--- config.mk ---
export PLATFORM = sky130hd
export DESIGN_NAME = mm_cdr_loop_flat
export DESIGN_NICKNAME = d
export VERILOG_FILES = /design/src/rtl/mm_cdr_loop_if.sv /design/src/rtl/mm_cdr_loop.sv /design/src/flat_wrapper.sv
export SDC_FILE = /design/constraint.sdc
export NUM_CORES = 1
export LEC_CHECK = 0
export CAP_MARGIN = 0
export CORE_MARGIN = 4
export CORE_UTILIZATION = 40
export DETAILED_ROUTE_END_ITERATION = 16
export PLACE_DENSITY = 0.64
export SLEW_MARGIN = 30
export SYNTH_ARGS = -nofsm -noshare
export SYNTH_HDL_FRONTEND = slang
export SYNTH_SLANG_ARGS = --single-unit
export TNS_END_PERCENT = 1
--- constraint.sdc ---
create_clock -name clk -period 7.78 [get_ports clk]
set_clock_uncertainty 0.2 [all_clocks]
set_input_delay 2.334 -clock clk [delete_from_list [all_inputs] [get_ports clk]]
set_output_delay 2.334 -clock clk [all_outputs]
set_load 0.03 [all_outputs]
--- src/rtl/mm_cdr_loop_if.sv ---
// ADC frame bus feeding the Mueller-Muller CDR loop: one frame of parallel codes plus a qualifier.
interface mm_cdr_loop_if #(
    parameter int unsigned numChannels  = 16,
    parameter int unsigned codeBitwidth = 8
);
    logic signed [codeBitwidth-1:0] data_i [numChannels];
    logic                           valid_i;

    modport master (output data_i, output valid_i);
    modport slave  (input  data_i, input  valid_i);
endinterface

--- src/rtl/mm_cdr_loop.sv ---
// Channelized Mueller-Muller timing-recovery loop: 3-stage pipelined phase detector feeding a
// wrapping phase accumulator, with acquire/track gain selection and lock detection.
module mm_cdr_loop #(
    parameter int unsigned numChannels     = 16,
    parameter int unsigned codeBitwidth    = 8,
    parameter int unsigned piBitwidth      = 8,
    parameter int unsigned fracBitwidth    = 4,
    parameter int unsigned shiftBitwidth   = 4,
    parameter int unsigned lockCntBitwidth = 8,
    localparam int unsigned SumW           = codeBitwidth + 2 + $clog2(numChannels)
) (
    input  logic                       clk,
    input  logic                       rstb,
    mm_cdr_loop_if.slave               adc,
    input  logic                       en_i,
    input  logic [piBitwidth-1:0]      pi_init,
    input  logic [shiftBitwidth-1:0]   acq_shift,
    input  logic [shiftBitwidth-1:0]   trk_shift,
    input  logic [SumW-1:0]            lock_thresh,
    input  logic [lockCntBitwidth-1:0] lock_cnt,
    output logic [piBitwidth-1:0]      pi_ctl,
    output logic signed [SumW-1:0]     pd_sum_o,
    output logic [1:0]                 state_o,
    output logic                       locked_o
);
    localparam int unsigned TermW = codeBitwidth + 2;
    localparam int unsigned AccW  = piBitwidth + fracBitwidth;
    localparam int unsigned ExtW  = SumW - TermW;

    typedef enum logic [1:0] {StIdle = 2'b00, StAcquire = 2'b01, StTrack = 2'b10} state_e;

    state_e                         state_q;
    logic [AccW-1:0]                phase_q;
    logic [lockCntBitwidth-1:0]     cnt_q;
    logic signed [codeBitwidth-1:0] x_prev_q;
    logic                           v1_q, v2_q;
    logic signed [TermW-1:0]        term_q [numChannels];
    logic signed [SumW-1:0]         pd_q;

    logic signed [TermW-1:0] cur_x  [numChannels];
    logic signed [TermW-1:0] prv_x  [numChannels];
    logic signed [TermW-1:0] term_d [numChannels];
    logic signed [SumW-1:0]  sum_d;

    always_comb begin
        for (int k = 0; k < numChannels; k++) begin
            cur_x[k] = {{2{adc.data_i[k][codeBitwidth-1]}}, adc.data_i[k]};
        end
        prv_x[0] = {{2{x_prev_q[codeBitwidth-1]}}, x_prev_q};
        for (int k = 1; k < numChannels; k++) begin
            prv_x[k] = cur_x[k-1];
        end
        // t_k = sgn(x_k)*x_{k-1} - sgn(x_{k-1})*x_k, zero treated as positive
        for (int k = 0; k < numChannels; k++) begin
            term_d[k] = (cur_x[k][TermW-1] ? -prv_x[k] : prv_x[k])
                      - (prv_x[k][TermW-1] ? -cur_x[k] : cur_x[k]);
        end
    end

    always_comb begin
        sum_d = '0;
        for (int k = 0; k < numChannels; k++) begin
            sum_d = sum_d + {{ExtW{term_q[k][TermW-1]}}, term_q[k]};
        end
    end

    // Stages 1-2: term and sum registers; dropping en_i flushes everything in flight.
    always_ff @(posedge clk) begin
        if (!rstb) begin
            v1_q     <= 1'b0;
            v2_q     <= 1'b0;
            x_prev_q <= '0;
            pd_q     <= '0;
            for (int k = 0; k < numChannels; k++) term_q[k] <= '0;
        end else begin
            v1_q <= en_i & adc.valid_i;
            v2_q <= en_i & v1_q;
            if (!en_i) begin
                x_prev_q <= '0;
            end else if (adc.valid_i) begin
                x_prev_q <= adc.data_i[numChannels-1];
            end
            if (en_i && adc.valid_i) term_q <= term_d;
            if (en_i && v1_q) pd_q <= sum_d;
        end
    end

    logic [shiftBitwidth-1:0]   shift;
    logic signed [SumW-1:0]     shifted;
    logic [AccW-1:0]            step;
    logic [SumW-1:0]            pd_abs;
    logic                       pd_good;
    logic [lockCntBitwidth-1:0] cnt_inc;
    logic [lockCntBitwidth-1:0] cnt_target;

    always_comb begin
        shift      = (state_q == StTrack) ? trk_shift : acq_shift;
        shifted    = pd_q >>> shift;
        step       = AccW'(shifted);
        pd_abs     = pd_q[SumW-1] ? -pd_q : pd_q;
        pd_good    = (pd_abs <= lock_thresh);
        cnt_inc    = (cnt_q == '1) ? cnt_q : cnt_q + 1'b1;
        cnt_target = (lock_cnt == '0) ? lockCntBitwidth'(1) : lock_cnt;
    end

    // Stage 3: loop filter and lock FSM; the update's shift follows the pre-transition state.
    always_ff @(posedge clk) begin
        if (!rstb) begin
            state_q <= StIdle;
            phase_q <= '0;
            cnt_q   <= '0;
        end else if (!en_i) begin
            state_q <= StIdle;
            phase_q <= {pi_init, {fracBitwidth{1'b0}}};
            cnt_q   <= '0;
        end else begin
            case (state_q)
                StIdle: begin
                    phase_q <= {pi_init, {fracBitwidth{1'b0}}};
                    cnt_q   <= '0;
                    state_q <= StAcquire;
                end
                StAcquire: begin
                    if (v2_q) begin
                        phase_q <= phase_q + step;
                        if (!pd_good) begin
                            cnt_q <= '0;
                        end else if (cnt_inc >= cnt_target) begin
                            cnt_q   <= '0;
                            state_q <= StTrack;
                        end else begin
                            cnt_q <= cnt_inc;
                        end
                    end
                end
                StTrack: begin
                    if (v2_q) begin
                        phase_q <= phase_q + step;
                        if (pd_good) begin
                            cnt_q <= '0;
                        end else if (cnt_inc >= cnt_target) begin
                            cnt_q   <= '0;
                            state_q <= StAcquire;
                        end else begin
                            cnt_q <= cnt_inc;
                        end
                    end
                end
                default: begin
                    state_q <= StIdle;
                    cnt_q   <= '0;
                end
            endcase
        end
    end

    assign pi_ctl   = phase_q[AccW-1 -: piBitwidth];
    assign pd_sum_o = pd_q;
    assign state_o  = state_q;
    assign locked_o = (state_q == StTrack);
endmodule

--- src/flat_wrapper.sv ---
// flat-port wrapper written by rule: the top's interface ports become plain ports
module mm_cdr_loop_flat 
#(
    parameter int unsigned numChannels     = 16,
    parameter int unsigned codeBitwidth    = 8,
    parameter int unsigned piBitwidth      = 8,
    parameter int unsigned fracBitwidth    = 4,
    parameter int unsigned shiftBitwidth   = 4,
    parameter int unsigned lockCntBitwidth = 8,
    localparam int unsigned SumW           = codeBitwidth + 2 + $clog2(numChannels)
)
  (clk, rstb, en_i, pi_init, acq_shift, trk_shift, lock_thresh, lock_cnt, pi_ctl, pd_sum_o, state_o, locked_o, adc_data_i, adc_valid_i);
  mm_cdr_loop_if #(.numChannels(numChannels), .codeBitwidth(codeBitwidth)) adc_i ();
  input  logic clk;
  input  logic rstb;
  input  logic en_i;
  input  logic [piBitwidth-1:0] pi_init;
  input  logic [shiftBitwidth-1:0] acq_shift;
  input  logic [shiftBitwidth-1:0] trk_shift;
  input  logic [SumW-1:0] lock_thresh;
  input  logic [lockCntBitwidth-1:0] lock_cnt;
  output logic [piBitwidth-1:0] pi_ctl;
  output logic signed [SumW-1:0] pd_sum_o;
  output logic [1:0] state_o;
  output logic locked_o;
  input wire logic [$bits(adc_i.data_i)-1:0] adc_data_i;
  input wire logic [$bits(adc_i.valid_i)-1:0] adc_valid_i;
  assign adc_i.data_i = {>>{adc_data_i}};
  assign adc_i.valid_i = adc_valid_i;
  mm_cdr_loop #(.numChannels(numChannels), .codeBitwidth(codeBitwidth), .piBitwidth(piBitwidth), .fracBitwidth(fracBitwidth), .shiftBitwidth(shiftBitwidth), .lockCntBitwidth(lockCntBitwidth)) u_core (.clk(clk), .rstb(rstb), .adc(adc_i), .en_i(en_i), .pi_init(pi_init), .acq_shift(acq_shift), .trk_shift(trk_shift), .lock_thresh(lock_thresh), .lock_cnt(lock_cnt), .pi_ctl(pi_ctl), .pd_sum_o(pd_sum_o), .state_o(state_o), .locked_o(locked_o));
endmodule
## Word-level counts from Yosys, hierarchy flattened

Index checks and enable logic that the tools add are counted.

- Register bits after elaboration: 206
- Output and inout port bits: 25

- Add/sub/neg operators: 51
- Magnitude comparators: 2
- Equality and inequality tests: 12
- Shift operators: 1
- Muxes and demuxes: 52
- Bitwise logic cells: 2
- Reduce and logical (&&, ||, !) cells: 11

Operator list:

| cell | count |
|---|---|
| 2-to-1 mux 10 bit | 32 |
| adder 14 bit | 14 |
| negator 8 -> 10 bit | 17 |
| subtractor 10 bit | 16 |
| 2-to-1 mux 8 bit | 7 |
| 2-to-1 mux 12 bit | 2 |
| one-hot mux 12 bit (2 select lines) | 1 |
| one-hot mux 8 bit (2 select lines) | 1 |
| <= comparator 14 bit | 1 |
| 2-to-1 mux 14 bit | 1 |
| negator 14 bit | 1 |
| >>> shifter 14 x 4 -> 12 bit | 1 |
| adder 12 bit | 1 |
| 2-to-1 mux 2 bit | 6 |
| inequality test 2 x 1 -> 1 bit (second input constant) | 6 |
| adder 10 x 10 -> 11 bit | 1 |
| adder 8 x 1 -> 8 bit (second input constant) | 1 |
| == test 8 bit (second input constant) | 1 |
| >= comparator 8 bit | 1 |
| logical NOT 8 bit | 1 |
| AND reduction 2 bit | 4 |
| inequality test 3 x 2 -> 1 bit (second input constant) | 2 |
| one-hot mux 2 bit (3 select lines) | 1 |
| AND reduction 6 bit | 1 |
| other kinds (9) | 11 |

## Longest topological paths before layout

- Depth after elaboration: 15
- Depth in mapped cells: 27
- Mapped depth without buffers: 27

## Least setup slack after synthesis

OpenSTA, ideal clock, no wires.

- Kind: register to register
- From: register u_core.term_q[140] in the netlist's numbering
- To: register u_core.pd_q[13], in the netlist u_core.pd_sum_o[13]
- Setup time: 0.118 ns
- Arrival: 6.791 ns
- Slack: 0.671 ns
- Stages on the path, launching flop included: 27
- Clock period less this slack: 7.109 ns
- Cell sequence: dfxtp_1 -> ha_1 -> fa_1 -> a21o_1 -> a21oi_1 -> o21bai_1 -> a21oi_1 -> o21ai_1 -> a2111oi_0 -> a21oi_1 -> fa_1 -> inv_1 -> fa_1 -> inv_1 -> fa_1 -> fa_1 -> inv_1 -> fa_1 -> inv_1 -> fa_1 -> inv_1 -> ha_1 -> and3_1 -> a211oi_1 -> a21oi_1 -> xnor2_1 -> o21ai_1

- Longest elaborated chain between the ends: 15

RTL lines:

| element | line | text |
|---|---|---|
| from (decl) | mm_cdr_loop.sv:37 | `logic signed [TermW-1:0] term_q [numChannels];` |
| from (signal assigned) | mm_cdr_loop.sv:83 | `if (en_i && adc.valid_i) term_q <= term_d;` |
| adder 10 x 10 -> 11 bit | mm_cdr_loop.sv:63 | `sum_d = sum_d + {{ExtW{term_q[k][TermW-1]}}, term_q[k]};` |
| adder 14 bit (14 in series) | mm_cdr_loop.sv:63 |  |
| to (signal assigned) | mm_cdr_loop.sv:84 | `if (en_i && v1_q) pd_q <= sum_d;` |
| to (decl) | mm_cdr_loop.sv:38 | `logic signed [SumW-1:0] pd_q;` |

Every way passes these cells.
A chain may end at the register's enable or synchronous reset.

## Worst setup path in the final report

Same ends and word-level chain as after synthesis.

==> summary.txt <==
Drt
  – Via-to-Cell Ratio: 5.13
  – Drt pass-1 iters: 5
  – Iteration-0 DRC Markers: 1049
  – Drt total wl: ~62000 um
  – Drc violations: 0
  – DR vias: 20399
  – Drt wl/cell: 15.7 um
  – Number of nets with antenna violations after routing: 0

Floorplan
  – Core Area: 58100 um2
  – FP Rows: 88
  – Top Ports: approximately 200
  – Initial Util: 0.408
  – Chip height: 251 um
  – Die W: about 250 um
  – Full die area: ~63000 um2

Worst setup path
  – CP peak stage delay: 0.62 ns
  – CP top delay family: adder cells
  – Crit path capture type: flop
  – Slowest CP cell: fa_1
  – Nature of the critical path startpoint: flop
  – Worst EP required: 8.01 ns
  – Worst Path Arrival: between 7 and 8 ns
  – Most common cell on crit path: fa_1
  – CP max FO: 7
  – Setup CP Type: flop to flop
  – Worst path bufs/invs: 5

Timing
  – RSZ-0062 raised after global routing: no
  – Sum Neg Setup Slack: 0 ns
  – Period Utilization, post-route: 0.949
  – Final worst slack: 0.398 ns
  – Max-slew violation count: 0
  – Max-Slew Margin vs Limit: 0.369
  – Final hold vios: 0
  – Crit path time final: 7.38 ns
  – Slew @ Worst Pin: 0.939 ns
  – Final setup viols: 0
  – Fmax: between 100 and 150 MHz

GRT
  – Number of global-route vias before repair: 19691
  – First-pass GRT wire length: 102000 um
  – Largest net degree at the start of global routing: 102
  – Antenna violations before repair: 1
  – Congestion Overflow GR: 0
  – GRT Overall Usage: 0.193

Clocking
  – Post-cts hold buffer count: 0
  – CTS H-tree depth: 1
  – Num CTS Buffers: 26
  – CTS tree: yes
  – Root cell of the clock tree: clkbuf_16
  – Post-CTS resize count: 0
  – Clock Latency Late Sink: 0.54 ns
  – Clock transition at the registers of the reported paths: 0.06 ns
  – Post-CTS Setup Inserts: 0
  – Max clock buf depth: 3
  – Clock Sinks: 206

Power and ir drop
  – Register share of total power: 0.166
  – Leak pwr: 0.0118 uW
  – NetSw: 3570 uW
  – Pwr dens: 285 nW/um2
  – Total power: 7760 uW
  – Comb pwr share: 0.669
  – Clock power frac: 0.165
  – Max VDD drop: between 0.0004 and 0.0005 V
  – Net Sw Frac: 0.460
  – Internal power: 4190 uW

Synthesis
  – Number of flops mapped to enable cells by yosys: 0
  – Cell variety after synth: just over 60
  – Yosys warns: 0
  – Netlist Area Pre-Place: 23700 um2
  – Syn Nets: 3632
  – Mapped Cells: 3077
  – Seq cells post-synth: 206
  – Register area share after synthesis: 0.174
  – Main synth FF type: dfxtp_1
  – Post-synthesis async set-or-reset flop share: 0
  – Mean Syn Cell Area: 7.70 um2

Cells and area
  – Fill cell count: just under 6000
  – Share of layout cells above drive strength 1: 0.0308
  – Most common cell after layout, fill and taps aside: nand2_1
  – Nets: 3751
  – Ant diodes: 0
  – Seq. cell area: 4120 um2
  – Post-route cell area: around 27000 um2
  – Final core occ: 0.468
  – Most frequent cells in the layout: nand2_1 (416), inv_1 (337), ha_1 (228), dfxtp_1 (206), clkdlybuf4s50_1 (193)
  – Syn-to-layout area delta: 14.8%
  – Multi-input logic area: between 15000 and 20000 um2

Placed design
  – Post-place instance area: 26300 um2
  – Placer Congestion: 0.868
  – Dpl ws: 0.206 ns
  – DP Wirelength: roughly 50000 um
  – Port Buffer Count: 194

Min path
  – Tightest Hold Check Type: flop to flop

Flow run
  – MaxCap Viol Count: 0

Status
  – Status: finished clean
per-layer routing:
layer  share of wire  track usage
met5         0.00018            0
met4           0.015       0.0303
met3           0.037       0.0214
met2            0.48        0.334
met1            0.47        0.267
synth_stat cells, drive strengths merged (4+ instances only):
master	count	area, um2
buf	28	141
dfxtp	206	4120
nand4	11	68.8
mux2	8	90.1
mux4	5	113
inv	338	1270
nor3	53	270
a31oi	19	119
or3	106	693
mux2i	35	354
a21boi	28	210
a21oi	155	776
fa	157	3140
nand2b	55	344
a211o	5	43.8
nand3	87	435
ha	228	2850
and2	28	175
nor2b	74	463
nor4	7	43.8
a2111oi	4	35.0
xnor2	164	1440
nand3b	7	52.6
a21o	27	203
a22oi	5	37.5
o22ai	13	81.3
o41ai	7	61.3
o31ai	25	188
o21a	22	165
nand2	417	1570
nor2	190	721
o21ai	234	1170
nor3b	16	120
o311ai	5	43.8
o31a	15	131
clkbuf	95	357
a22o	7	61.3
and3	21	131
a211oi	55	413
xor2	99	867
stage by stage:
step / hold WS, ns / cells
finish: 0.250 / 3980
global route: 0.277 / 3980
CTS: 0.253 / 3980
detailed placement: 0.244 / 3933
global placement: 0.241 / 3933
floorplan: 0.232 / 3077
final cells by class:
cell class | count | area share
well taps | 765 | 0.0352
repair buffers | 214 | 0.0776
inverters | 338 | 0.0467
multi-input cells | 2410 | 0.656
clock buffers | 29 | 0.0255
clock inverters | 18 | 0.00795
flip-flops and latches | 206 | 0.152
sequential cells by signal, indices dropped and copies added, names as in the netlist:
| register | flops |
|---|---|
| u_core.phase_q | 12 |
| u_core.term_q | 160 |
| u_core.pd_sum_o | 14 |
| u_core.state_o | 2 |
| u_core.v1_q | 1 |
| u_core.cnt_q | 8 |
| u_core.v2_q | 1 |
| u_core.x_prev_q | 8 |
power by group through the flow:
stage / Combinational (uW) / Clock (uW) / Sequential (uW)
floorplan: 3990 / 0 / 1290
global placement: 5100 / 0 / 1300
detailed placement: 5180 / 0 / 1310
CTS: 5210 / 1310 / 1280
global route: 6020 / 1350 / 1300
finish: 5190 / 1280 / 1280
worst reg2reg max path, delay by kind of cell (launching register included):
| family | cells | cell delay (ns) |
|---|---|---|
| and+or+nand+nor | 1 | 0.20 |
| buffers and inverters | 5 | 0.27 |
| DFF | 1 | 0.31 |
| AOI/OAI and AO/OA | 10 | 1.78 |
| xor gates and xnor gates | 1 | 0.21 |
| adders and majority gates | 9 | 4.30 |
path summary, 6_finish.rpt:
| check | from | slack [ns] | cells after the start | end |
|---|---|---|---|---|
| worst max-delay path | u_core.term_q[140]$_SDFFE_PN0P_ | 0.40 | 26 | u_core.pd_sum_o[13]$_SDFFE_PN0P_ |
| worst min-delay path | u_core.term_q[135]$_SDFFE_PN0P_ | 0.25 | 2 | u_core.term_q[135]$_SDFFE_PN0P_ |
| worst max register to register | u_core.term_q[140]$_SDFFE_PN0P_ | 0.40 | 26 | u_core.pd_sum_o[13]$_SDFFE_PN0P_ |
| worst min register to register | u_core.term_q[135]$_SDFFE_PN0P_ | 0.25 | 2 | u_core.term_q[135]$_SDFFE_PN0P_ |
cells by family after synthesis:
logic type	synth area share
multiplexers	0.0235
buffers and inverters	0.0745
adder cells (fa/ha/maj)	0.253
AND/OR/NAND/NOR	0.215
XOR/XNOR	0.0972
flip-flops	0.174
AO/OA/AOI/OAI	0.163
(Power assumes the default switching activity.)
